[src/rtl/drive_ctrl_if.sv]
// Speed command bus: one handshake carrying both channel targets.
interface drive_ctrl_if;
   logic              cmd_vld;
   logic              cmd_rdy;
   logic signed [8:0] lft_cmd;
   logic signed [8:0] rht_cmd;

   modport master (output cmd_vld, lft_cmd, rht_cmd, input cmd_rdy);
   modport slave  (input cmd_vld, lft_cmd, rht_cmd, output cmd_rdy);
endinterface

[src/rtl/drive_ctrl.sv]
// Dual-channel motor drive sequencer: frame-locked duty slew limiting,
// reversals sequenced through zero with a dead frame, emergency stop.
//
// state    | meaning
// ---------+--------------------------------------------------------------
// ST_RUN   | duty tracks target magnitude in the current direction
// ST_DECEL | direction mismatch, ramping duty down toward zero
// ST_DEAD  | duty held at zero for one frame before the rev pin may flip
module drive_ctrl #(
   parameter int RAMP_STEP = 4
) (
   input  logic       clk,
   input  logic       rst_n,
   drive_ctrl_if.slave cmd,
   input  logic       estop,
   output logic [7:0] lft_duty,
   output logic [7:0] rht_duty,
   output logic       lft_rev,
   output logic       rht_rev,
   output logic       frm_tick,
   output logic       busy
);

   localparam logic [1:0] ST_RUN   = 2'd0;
   localparam logic [1:0] ST_DECEL = 2'd1;
   localparam logic [1:0] ST_DEAD  = 2'd2;

   localparam logic [7:0] STEP = 8'(RAMP_STEP);

   typedef struct packed {
      logic [1:0] st;
      logic [7:0] duty;
      logic       rev;
   } ch_t;

   logic [7:0] frm_cnt;
   logic       estop_lat;
   logic       lft_sgn, rht_sgn;
   logic [7:0] lft_mag, rht_mag;
   ch_t        lft_ch, rht_ch;
   ch_t        lft_nxt, rht_nxt;

   // Magnitude of a 9-bit signed command; -256 saturates to 255.
   function automatic logic [7:0] mag_of(input logic [8:0] c);
      logic [8:0] n;
      n = ~c + 9'd1;
      if (!c[8])
         return c[7:0];
      else if (n[8])
         return 8'hFF;
      else
         return n[7:0];
   endfunction

   // One slew step toward the target, landing exactly on it.
   function automatic logic [7:0] track(input logic [7:0] duty, input logic [7:0] tmag);
      logic [7:0] diff;
      if (duty < tmag) begin
         diff = tmag - duty;
         return duty + ((diff > STEP) ? STEP : diff);
      end else begin
         diff = duty - tmag;
         return duty - ((diff > STEP) ? STEP : diff);
      end
   endfunction

   // Per-channel sequencer evaluated at a frame boundary.
   function automatic ch_t ch_next(input ch_t cur, input logic tsgn, input logic [7:0] tmag);
      ch_t        nx;
      logic       mm;
      logic [7:0] dn;
      nx = cur;
      mm = (tsgn != cur.rev) && (tmag != 8'd0);
      dn = (cur.duty > STEP) ? cur.duty - STEP : 8'd0;
      case (cur.st)
         ST_RUN: begin
            if (!mm) begin
               nx.duty = track(cur.duty, tmag);
            end else if (cur.duty != 8'd0) begin
               // a ramp-down that already reaches zero goes straight to the
               // dead frame so a reversal costs ceil(d/step) decel frames
               nx.duty = dn;
               nx.st   = (dn == 8'd0) ? ST_DEAD : ST_DECEL;
            end else begin
               nx.st = ST_DEAD;
            end
         end
         ST_DECEL: begin
            if (!mm) begin
               nx.st   = ST_RUN;
               nx.duty = track(cur.duty, tmag);
            end else begin
               nx.duty = dn;
               if (dn == 8'd0) nx.st = ST_DEAD;
            end
         end
         ST_DEAD: begin
            nx.duty = 8'd0;
            nx.st   = ST_RUN;
            if (mm) nx.rev = ~cur.rev;
         end
         default: begin
            nx.st   = ST_RUN;
            nx.duty = 8'd0;
         end
      endcase
      return nx;
   endfunction

   assign frm_tick    = (frm_cnt == 8'hFF);
   assign cmd.cmd_rdy = !estop_lat;

   assign lft_nxt = ch_next(lft_ch, lft_sgn, lft_mag);
   assign rht_nxt = ch_next(rht_ch, rht_sgn, rht_mag);

   assign lft_duty = lft_ch.duty;
   assign rht_duty = rht_ch.duty;
   assign lft_rev  = lft_ch.rev;
   assign rht_rev  = rht_ch.rev;

   assign busy = (lft_ch.st != ST_RUN) || (rht_ch.st != ST_RUN) ||
                 (lft_ch.duty != lft_mag) || (rht_ch.duty != rht_mag);

   // Free-running frame counter, lock-stepped with the PWM generators.
   always_ff @(posedge clk or negedge rst_n) begin
      if (!rst_n)
         frm_cnt <= 8'd0;
      else
         frm_cnt <= frm_cnt + 8'd1;
   end

   // Target capture and estop latch; estop wins over a same-cycle command.
   always_ff @(posedge clk or negedge rst_n) begin
      if (!rst_n) begin
         estop_lat <= 1'b0;
         lft_sgn   <= 1'b0;
         rht_sgn   <= 1'b0;
         lft_mag   <= 8'd0;
         rht_mag   <= 8'd0;
      end else if (estop) begin
         estop_lat <= 1'b1;
         lft_sgn   <= 1'b0;
         rht_sgn   <= 1'b0;
         lft_mag   <= 8'd0;
         rht_mag   <= 8'd0;
      end else begin
         estop_lat <= 1'b0;
         if (cmd.cmd_vld && cmd.cmd_rdy) begin
            lft_sgn <= cmd.lft_cmd[8];
            rht_sgn <= cmd.rht_cmd[8];
            lft_mag <= mag_of(cmd.lft_cmd);
            rht_mag <= mag_of(cmd.rht_cmd);
         end
      end
   end

   // Channel state advances only at frame boundaries; estop zeroes duty but keeps rev.
   always_ff @(posedge clk or negedge rst_n) begin
      if (!rst_n) begin
         lft_ch <= '{st: ST_RUN, duty: 8'd0, rev: 1'b0};
         rht_ch <= '{st: ST_RUN, duty: 8'd0, rev: 1'b0};
      end else if (estop) begin
         lft_ch.st   <= ST_RUN;
         lft_ch.duty <= 8'd0;
         rht_ch.st   <= ST_RUN;
         rht_ch.duty <= 8'd0;
      end else if (frm_tick) begin
         lft_ch <= lft_nxt;
         rht_ch <= rht_nxt;
      end
   end

endmodule

[src/flat_wrapper.sv]
// flat-port wrapper written by rule: the top's interface ports become plain ports
module drive_ctrl_flat 
#(
   parameter int RAMP_STEP = 4
)
  (clk, rst_n, estop, lft_duty, rht_duty, lft_rev, rht_rev, frm_tick, busy, cmd_cmd_vld, cmd_lft_cmd, cmd_rht_cmd, cmd_cmd_rdy);
  drive_ctrl_if cmd_i ();
  input  logic clk;
  input  logic rst_n;
  input  logic estop;
  output logic [7:0] lft_duty;
  output logic [7:0] rht_duty;
  output logic lft_rev;
  output logic rht_rev;
  output logic frm_tick;
  output logic busy;
  input wire logic [$bits(cmd_i.cmd_vld)-1:0] cmd_cmd_vld;
  input wire logic [$bits(cmd_i.lft_cmd)-1:0] cmd_lft_cmd;
  input wire logic [$bits(cmd_i.rht_cmd)-1:0] cmd_rht_cmd;
  output wire logic [$bits(cmd_i.cmd_rdy)-1:0] cmd_cmd_rdy;
  assign cmd_i.cmd_vld = cmd_cmd_vld;
  assign cmd_i.lft_cmd = cmd_lft_cmd;
  assign cmd_i.rht_cmd = cmd_rht_cmd;
  assign cmd_cmd_rdy = cmd_i.cmd_rdy;
  drive_ctrl #(.RAMP_STEP(RAMP_STEP)) u_core (.clk(clk), .rst_n(rst_n), .cmd(cmd_i), .estop(estop), .lft_duty(lft_duty), .rht_duty(rht_duty), .lft_rev(lft_rev), .rht_rev(rht_rev), .frm_tick(frm_tick), .busy(busy));
endmodule
[config.mk]
export PLATFORM = sky130hd
export DESIGN_NAME = drive_ctrl_flat
export DESIGN_NICKNAME = d
export VERILOG_FILES = /design/src/rtl/drive_ctrl_if.sv /design/src/rtl/drive_ctrl.sv /design/src/flat_wrapper.sv
export SDC_FILE = /design/constraint.sdc
export NUM_CORES = 1
export LEC_CHECK = 0
export ABC_AREA = 1
export CORE_ASPECT_RATIO = 0.75
export CORE_MARGIN = 1.5
export CORE_UTILIZATION = 35
export DETAILED_ROUTE_END_ITERATION = 16
export PLACE_DENSITY = 0.5
export RECOVER_POWER = 25
export SETUP_SLACK_MARGIN = 0.1
export SYNTH_ARGS = -nofsm -noshare
export SYNTH_HDL_FRONTEND = slang
export SYNTH_SLANG_ARGS = --single-unit
[constraint.sdc]
create_clock -name clk -period 8 [get_ports clk]
set_clock_uncertainty 0.1 [all_clocks]
set_input_delay 2 -clock clk [delete_from_list [all_inputs] [get_ports clk]]
set_output_delay 2 -clock clk [all_outputs]
set_load 0.01 [all_outputs]
# Word level (Yosys, flattened, before mapping)
# Cells that the tools add are included.
[totals] out_inout_bits=21 in_bits=22 reg_bits=49 wordCells=123
[op_classes] reduce_logical=25 addsub=13 bitwise=5 order_cmp=8 mux=45 eq_ne=15
[op_table] operator="8-bit two-way mux" n=20
[op_table] operator="8-bit by 3-bit > comparator with 1-bit output, second input constant" n=6
[op_table] operator="8-bit subtractor" n=6
[op_table] operator="10-bit two-way mux" n=4
[op_table] operator="10-bit case mux with 2 select lines" n=2
[op_table] operator="8-bit nonzero test" n=4
[op_table] operator="11-bit two-way mux" n=2
[op_table] operator="9-bit by 1-bit adder with 9-bit output, second input constant" n=2
[op_table] operator="9-bit NOT" n=2
[op_table] operator="8-bit adder" n=2
[op_table] operator="8-bit logical NOT" n=2
[op_table] operator="8-bit less-than comparator" n=2
[op_table] operator="2-bit two-way mux" n=8
[op_table] operator="4-bit != test, second input constant" n=4
[op_table] operator="8-bit != test" n=2
[op_table] operator="8-bit by 3-bit subtractor with 8-bit output, second input constant" n=2
[op_table] operator="1-bit two-way mux" n=9
[op_table] operator="8-bit by 1-bit adder with 8-bit output, second input constant" n=1
[op_table] operator="8-bit equality test, second input constant" n=1
[op_table] operator="4-bit AND reduction" n=2
[op_table] operator="2-bit nonzero test" n=4
[op_table] operator="3-bit by 2-bit != test with 1-bit output, second input constant" n=2
[op_table] operator="3-bit AND reduction" n=2
[op_table] operator="2-bit by 1-bit equality test with 1-bit output, second input constant" n=2
[op_table] operator="8 further kinds" n=18

# Depth between registers and ports, before layout
# Gate-level depths: netlist (run 1).
[logic_depth] depth_word=9 ltp_mapped=31 depth_no_buf=30

# Least setup slack after synthesis (run 1)
# OpenSTA, ideal clock, no wires.
[synth_timing] kind="reg2reg" from="register u_core.rht_ch (netlist bit u_core.rht_duty[0])" to="register u_core.rht_ch (netlist bit u_core.rht_duty[7])" path_slack_ns=4.148 synth_period_minus_slack_ns=3.852 stages_incl_launch_ff=29 required_ns=7.780 t_arrival_ns=3.631 setup_ns=0.120 path_buffers=0 path_cell_list="dfrtp_1 -> ha_1 -> fa_1 -> inv_1 -> nand3_1 -> nand3_1 -> nand2_1 -> a21oi_1 -> nand2_1 -> nor2_1 -> nand2_1 -> or2_2 -> ha_1 -> nand4_1 -> nand2_1 -> nand2_1 -> nand2_1 -> ha_1 -> nand2_1 -> o21ai_0 -> nand4_1 -> nand2_1 -> nand2_1 -> nand2_1 -> inv_1 -> nand3_1 -> nand3_1 -> nand2_1 -> nand2_1"
[synth_via] elab_chain_cells=9 word_cells_on_any_way=22 cone_classes="add/sub: 5; order compare: 4; eq/ne: 1; mux: 10; reduce/logical: 2"
[synth_lines] element="from (decl)" line_no="drive_ctrl.sv:40" source="ch_t lft_ch, rht_ch;"
[synth_lines] element="from (signal assigned)" line_no="drive_ctrl.sv:161" source="rht_ch <= '{st: ST_RUN, duty: 8'd0, rev: 1'b0};"
[synth_lines] element="from (signal assigned)" line_no="drive_ctrl.sv:169" source="rht_ch <= rht_nxt;"
[synth_lines] element="8-bit subtractor, on equally long branches" line_no="drive_ctrl.sv:62, drive_ctrl.sv:59"
[synth_lines] element="8-bit by 3-bit > comparator with 1-bit output, on equally long branches" line_no="drive_ctrl.sv:63, drive_ctrl.sv:60"
[synth_lines] element="8-bit two-way mux, on equally long branches" line_no="drive_ctrl.sv:63, drive_ctrl.sv:60"
[synth_lines] element="8-bit subtractor / 8-bit adder (equally long branches)" line_no="drive_ctrl.sv:63, drive_ctrl.sv:60"
[synth_lines] element="8-bit two-way mux" line_no="drive_ctrl.sv:58" source="if (duty < tmag) begin"
[synth_lines] element="10-bit two-way mux / 8-bit two-way mux (equally long branches)" line_no="drive_ctrl.sv:89, drive_ctrl.sv:77"
[synth_lines] element="10-bit case mux with 2 select lines" line_no="drive_ctrl.sv:75" source="case (cur.st)"
[synth_lines] element="11-bit two-way mux" line_no="drive_ctrl.sv:167" source="end else if (frm_tick) begin"
[synth_lines] element="10-bit two-way mux" line_no="drive_ctrl.sv:162" source="end else if (estop) begin"
# Several ways; a longest one is shown, not always the timed one. The select of a mux whose other input is x is not followed.
# A chain may end at the register's enable or synchronous reset.

# Worst setup path after layout (run 1)
[layout_timing] from="register u_core.rht_ch (netlist bit u_core.rht_duty[2])" to="output port busy"
[layout_via] elab_chain_cells=2
[layout_lines] element="8-bit != test" line_no="drive_ctrl.sv:122" source="(lft_ch.duty != lft_mag) || (rht_ch.duty != rht_mag);"
[layout_lines] element="1-bit logical OR" line_no="drive_ctrl.sv:122"
[layout_lines] element="to (decl)" line_no="flat_wrapper.sv:16" source="output logic busy;"
# No other way between the ends.

==> results of run 1 <==
cells in the mapped netlist (8+ instances only):
library cell,number
nand2_1,165
inv_1,125
o21ai_0,58
ha_1,55
dfrtp_1,49
nand3_1,47
nor2_1,47
xor2_1,29
nand4_1,25
a21oi_1,23
buf_4,17
xnor2_1,17
nor3_1,14
nand2_2,10
o221ai_1,10
inv_2,8
nor2_2,8
o21ai_1,8
worst min-delay path by stage:
stage,start,to,slack [ps],cells after the start
2_1_floorplan,u_core.frm_cnt[0],u_core.frm_cnt[0],320,1
3_3_place_gp,u_core.frm_cnt[0],u_core.frm_cnt[0],340,1
3_5_place_dp,u_core.frm_cnt[0],u_core.frm_cnt[0],350,1
4_1_cts,u_core.frm_cnt[0],u_core.frm_cnt[0],360,1
5_1_grt,u_core.frm_cnt[0],u_core.frm_cnt[0],400,1
6_report,u_core.frm_cnt[0],u_core.frm_cnt[0],360,1
cell families (layout without fill, tap and decap cells):
family	Yosys count	after routing	share of synthesized area, %
simple gates	343	343	29.3
fa+ha+maj	61	61	14.4
compound gates	134	134	14.7
buf+inv	162	186	12.4
flops	49	49	21.8
xor+xnor	47	47	7.44
per-stage QoR:
| stage | hold WS, ps | instance area (um^2) |
|---|---|---|
| 2_1_floorplan | 321 | 5630 |
| 3_3_place_gp | 344 | 6120 |
| 4_1_cts | 358 | 6270 |
| 5_1_grt | 396 | 6260 |
| 3_5_place_dp | 346 | 6120 |
| 6_report | 356 | 6260 |
power groups by stage:
| stage | clock, mW | sequential [mW] | combinational (mW) |
|---|---|---|---|
| CTS | 0.240 | 0.256 | 0.323 |
| detailed placement | 0 | 0.261 | 0.321 |
| floorplan | 0 | 0.260 | 0.240 |
| global route | 0.250 | 0.257 | 0.367 |
| global placement | 0 | 0.261 | 0.322 |
| finish | 0.233 | 0.256 | 0.325 |
area by class of cell:
class                           count  area (um^2)  area share, %
Clock inverter                      2         17.5          0.280
Multi-Input combinational cell    585         3700           59.0
Clock buffer                        6          139           2.22
Tap cell                          205          256           4.10
Sequential cell                    49         1230           19.6
Timing Repair Buffer               43          419           6.69
Inverter                          135          508           8.11
state kept, by name, summed over array words and instances (netlist names):
| name | count |
|---|---|
| u_core.lft_ch | 2 |
| u_core.lft_sgn | 1 |
| u_core.lft_duty | 8 |
| u_core.rht_sgn | 1 |
| u_core.frm_cnt | 8 |
| u_core.rht_mag | 8 |
| u_core.lft_rev | 1 |
| u_core.estop_lat | 1 |
| u_core.rht_rev | 1 |
| u_core.lft_mag | 8 |
| u_core.rht_ch | 2 |
| u_core.rht_duty | 8 |
worst reg2reg max path: cells and delay by family, from the launching register on:
kind / cells / cell delay, ps
adder cells (fa/ha/maj): 3 / 1120
AND/OR/NAND/NOR: 13 / 1240
XOR/XNOR: 1 / 170
AO/OA/AOI/OAI: 6 / 1210
flip-flops: 1 / 480
buffers and inverters: 1 / 210
per-layer routing:
metal	track usage [%]	vias to the layer above	part of all wire, %	routed length, um
li1	-	2643	-	-
met1	31.9	2508	53	8710
met2	28.8	147	40	6660
met3	3.95	10	6.3	1050
met4	2.57	0	0.67	110
met5	0	-	0	0
==> impl_metrics.yaml, run 1 <==
clocking:
  cts-root-buf: "clkbuf_16"
  htree_levels: 2
  cts_buffer_depth: 2
  cts_tree: "done"
  clock-sinks: 49
  path_clk_slew_ps: 80
  cts_made_buffers: 5
  postCtsSetupBuffers: 0
  clk_latency_ps: 300
  ctsResizeCount: 0
  postCtsHoldBufs: 0
timing:
  setup_ws_ps: 3220
  relSlewSlack_pct: -88.5
  fin_tns_setup_ps: 0
  slew_violations: 50
  tightest_slew_ps: 2830
  setup_violations: 0
  max_freq_ghz: 0.209
  finalCritPeriodShare_pct: 59.8
  hold_violations: 0
  rsz0062_at_grt: "no"
  min_period_ps: 4780
floorplan:
  die_x_um: 149
  die_h_um: 113
  die_area_um2: 16900
  num_io_pins: 43
  rows: 39
  start_util_pct: 36.4
  core_area_um2: 15500
layout:
  final_cell_mix: "nand2_1, inv_1, o21ai_0"
  layout-drive-gt1-share_pct: 8.54
  post-route-util_pct: 40.5
  stdcell_count: 1025
  area_growth_pct: 11.2
  nets: 902
  final_common_cell: "nand2_1"
  num-fill-cells: 1581
  n_antenna_cell: 0
critical_path:
  r2r_end: "u_core.lft_duty[5]"
  crit_chain: "inv_1 > ha_1 > nand2_1 > nor4_1 > nand4_1 > clkdlybuf4s50_1"
  cpPeakStageDelay_ps: 550
  cp-start-kind: "flip-flop"
  arrival_ps: 2680
  reg2regPathDepth: 24
  r2r-start: "u_core.lft_duty[2]"
  cp.depth: 6
  crit_fanout: 10
  worst-path-buf-inv: 2
  reg2reg_slack_ps: 3350
  crit_family: "buffers and inverters"
  setup.worst_path.end_class: "output port"
  crit_path_end: "busy"
  startpoint: "u_core.rht_duty[2]"
  crit_type: "flip-flop to output port"
  cp.required_ps: 5900
  slowest_stage: "ha_1"
min_path:
  hp-class: "flip-flop to flip-flop"
synthesis:
  synth.distinct_cells: 50
  synth_top_area_cell: "dfrtp_1"
  avgSynthCellArea_um2: 7.07
  syn-num-nets: 879
  ys_warn_count: 0
  synthTopCellsByArea: "dfrtp_1, ha_1, nand2_1"
  synthArstFlopShare_pct: 100
  ys_seq_elements: 49
  synth.top_cell.area_share_pct: 21.8
  yosysSeqAreaShare_pct: 21.8
  syn_inst: 796
  synth_flop_cell: "dfrtp_1"
  syn_area_um2: 5630
  synth_edf_count: 0
route:
  vias_per_cell: 5.18
  wl_per_cell_um: 16.1
  firstDrtPassIters: 5
  ant_nets: 0
  vias: 5308
  drt-initial-drc-count: 470
  drc: 0
  wl_mm: 16.5
global_route:
  grt_pass1_vias: 5121
  track_usage_pct: 20.3
  gr-total-overflow: 0
  grt_max_degree: 50
  antenna_found_initial: 0
  grt_pass1_wl_mm: 26.7
pwr:
  seqPwrFrac_pct: 31.5
  power.switching_mw: 0.320
  total_power_mw: 0.815
  total_leakage_power_nw: 3.17
  internal-power_mw: 0.495
  combPwrFrac_pct: 39.9
  p_per_area_nw_per_um2: 130
  ir_drop_uv: 82.3
  switching_share_pct: 39.3
  power.share.clock_pct: 28.6
run:
  drv_cap: 1
placement:
  dp_slack_ps: 3410
  dp_cells: 1017
  gp_congestion: 1.07
  port_buffers: 42
  hpwl_mm: 13.5
run_status:
  outcome: "finished with violations"
  failed_checks: "max-capacitance violations, max-slew violations"
Note: power is estimated with default switching activity, not from simulation.
==> inputs of run 2 (changes only) <==
Settings changed: PLACE_DENSITY 0.5 to 0.52.
Clock period 8 ns to 3.94 ns, I/O delays scaled along.
==> run 2 against run 1 <==
Compared with the run above: routed wire length increased by 2.1%; cell area increased by 14%; global-route usage decreased by 0.15 points; power increased by 120%; sequential power increased by 100%; via count increased by 4.2%; the run still ends with max-capacitance violations, max-slew violations left; clock power increased by 91%; register-to-register slack got worse by 3200 ps; critical path type is now flip-flop to flip-flop.
==> impl_metrics.yaml, run 2 (synthesis results as in run 1) <==
run_status:
  outcome: "finished with violations"
  failed_checks: "max-capacitance violations, max-slew violations"
clocking:
  cts_made_buffers: 5
  clock-sinks: 49
  path_clk_slew_ps: 70
  cts_tree: "done"
  postCtsHoldBufs: 0
  clk_latency_ps: 300
  htree_levels: 2
  cts-root-buf: "clkbuf_16"
  cts_buffer_depth: 2
floorplan:
  rows: 39
  core_area_um2: 15500
  num_io_pins: 43
  die_x_um: 149
  start_util_pct: 36.4
  die_area_um2: 16900
  die_h_um: 113
placement:
  hpwl_mm: 13.5
  placed_area_um2: 6510
  port_buffers: 42
  dp_cells: 1069
  gp_congestion: 0.896
critical_path:
  reg2regPathDepth: 24
  startpoint: "u_core.lft_mag[0]"
  cp.required_ps: 4020
  crit_fanout: 4
  cp-start-kind: "flip-flop"
  arrival_ps: 3850
  setup.worst_path.end_class: "flip-flop"
  r2r_end: "u_core.lft_duty[6]"
  r2r-start: "u_core.lft_mag[0]"
  reg2reg_slack_ps: 170
  crit_type: "flip-flop to flip-flop"
  crit_path_end: "u_core.lft_duty[6]"
global_route:
  grt_pass1_wl_mm: 26.8
  grt_pass1_vias: 5197
  gr-total-overflow: 0
  grt_max_degree: 37
  antenna_found_initial: 0
  track_usage_pct: 20.1
layout:
  fin_area_um2: 7130
  stdcell_count: 1088
  nets: 966
  layout-drive-gt1-share_pct: 24.9
  num-fill-cells: 1524
  final_cell_mix: "nand2_1, inv_1, buf_4"
  regArea_um2: 1230
  post-route-util_pct: 46.1
  n_antenna_cell: 0
  area_growth_pct: 26.7
  multiInputGateArea_um2: 4090
  final_common_cell: "nand2_1"
pwr:
  p_per_area_nw_per_um2: 250
  ir_drop_uv: 144
  total_leakage_power_nw: 3.53
timing:
  whs_ps: 354
  fin_tns_setup_ps: 0
  relSlewSlack_pct: -41.5
  min_period_ps: 3770
  max_freq_ghz: 0.265
  rsz0062_at_grt: "yes"
  tightest_slew_ps: 2120
  slew_violations: 37
  hold_violations: 0
  setup_violations: 0
  finalCritPeriodShare_pct: 95.7
route:
  drc: 0
  firstDrtPassIters: 5
  wl_mm: 16.9
  wl_per_cell_um: 15.5
  vias: 5531
  ant_nets: 0
  drt-initial-drc-count: 525
  vias_per_cell: 5.08
run:
  drv_cap: 1
min_path:
  hp-class: "flip-flop to flip-flop"
## run 2: worst min path at each step
stage                           start                end  slack, ps  cells after the start
global placement    u_core.frm_cnt[0]  u_core.frm_cnt[0]        340                      1
CTS                 u_core.frm_cnt[0]  u_core.frm_cnt[0]        360                      1
global route        u_core.frm_cnt[0]  u_core.frm_cnt[0]        390                      1
finish              u_core.frm_cnt[0]  u_core.frm_cnt[0]        350                      1
detailed placement  u_core.frm_cnt[0]  u_core.frm_cnt[0]        350                      1
floorplan           u_core.frm_cnt[0]  u_core.frm_cnt[0]        320                      1
## run 2: timing repair
item | CTS | global route
hold endpoints to repair | 0 | 0
buffers inserted | 2 | 10
gates resized for setup | 16 | 99
setup endpoints to repair | 7 | 12
pin swaps | 13 | 62
## run 2: critical path, stage by stage, from the launching register on
cell and delay, ps:
dfrtp_1 410, inv_2 80, ha_4 170, fa_2 360
buf_6 140, xnor2_4 120, a21oi_2 140, nand2_2 80
nor2_4 90, nand3b_1 90, ha_2 200, nand4_1 90
nand2_1 60, nand2_1 50, o21ai_1 70, ha_1 370
nand2_1 70, o211ai_1 270, nand2_1 110, nand2_1 110
a21oi_2 70, nand2_1 60, nand2_1 50, o211ai_1 210
o21ai_1 90
## run 2: per-stage QoR
stage               setup WS [ps]  power (mW)
floorplan                     187        1.01
global placement             -122        1.23
detailed placement           -119        1.24
CTS                           104        1.69
global route                -37.5        1.91
finish                        168        1.78
## run 2: routing by layer
layer,up-vias,wire length (um),track usage [%]
met3,5,1050,3.51
met5,-,0,0
met1,2621,9020,32.1
li1,2784,-,-
met2,121,6770,28.7
met4,0,42,1.98
## run 2: area by class of cell
| type | instances | share of cell area, % |
|---|---|---|
| clock buffer | 5 | 1.75 |
| clock inverter | 2 | 0.228 |
| multi-input combinational | 585 | 57.3 |
| tap | 205 | 3.60 |
| inverter | 135 | 7.19 |
| sequential | 49 | 17.2 |
| timing repair buffer | 107 | 12.7 |
## run 2: power breakdown
part / internal [mW] / leakage (nW) / total [mW] / switching, mW
registers: 0.513 / 0.657 / 0.522 / 0.00888
logic: 0.341 / 2.81 / 0.818 / 0.476
clock network: 0.234 / 0.0659 / 0.444 / 0.210
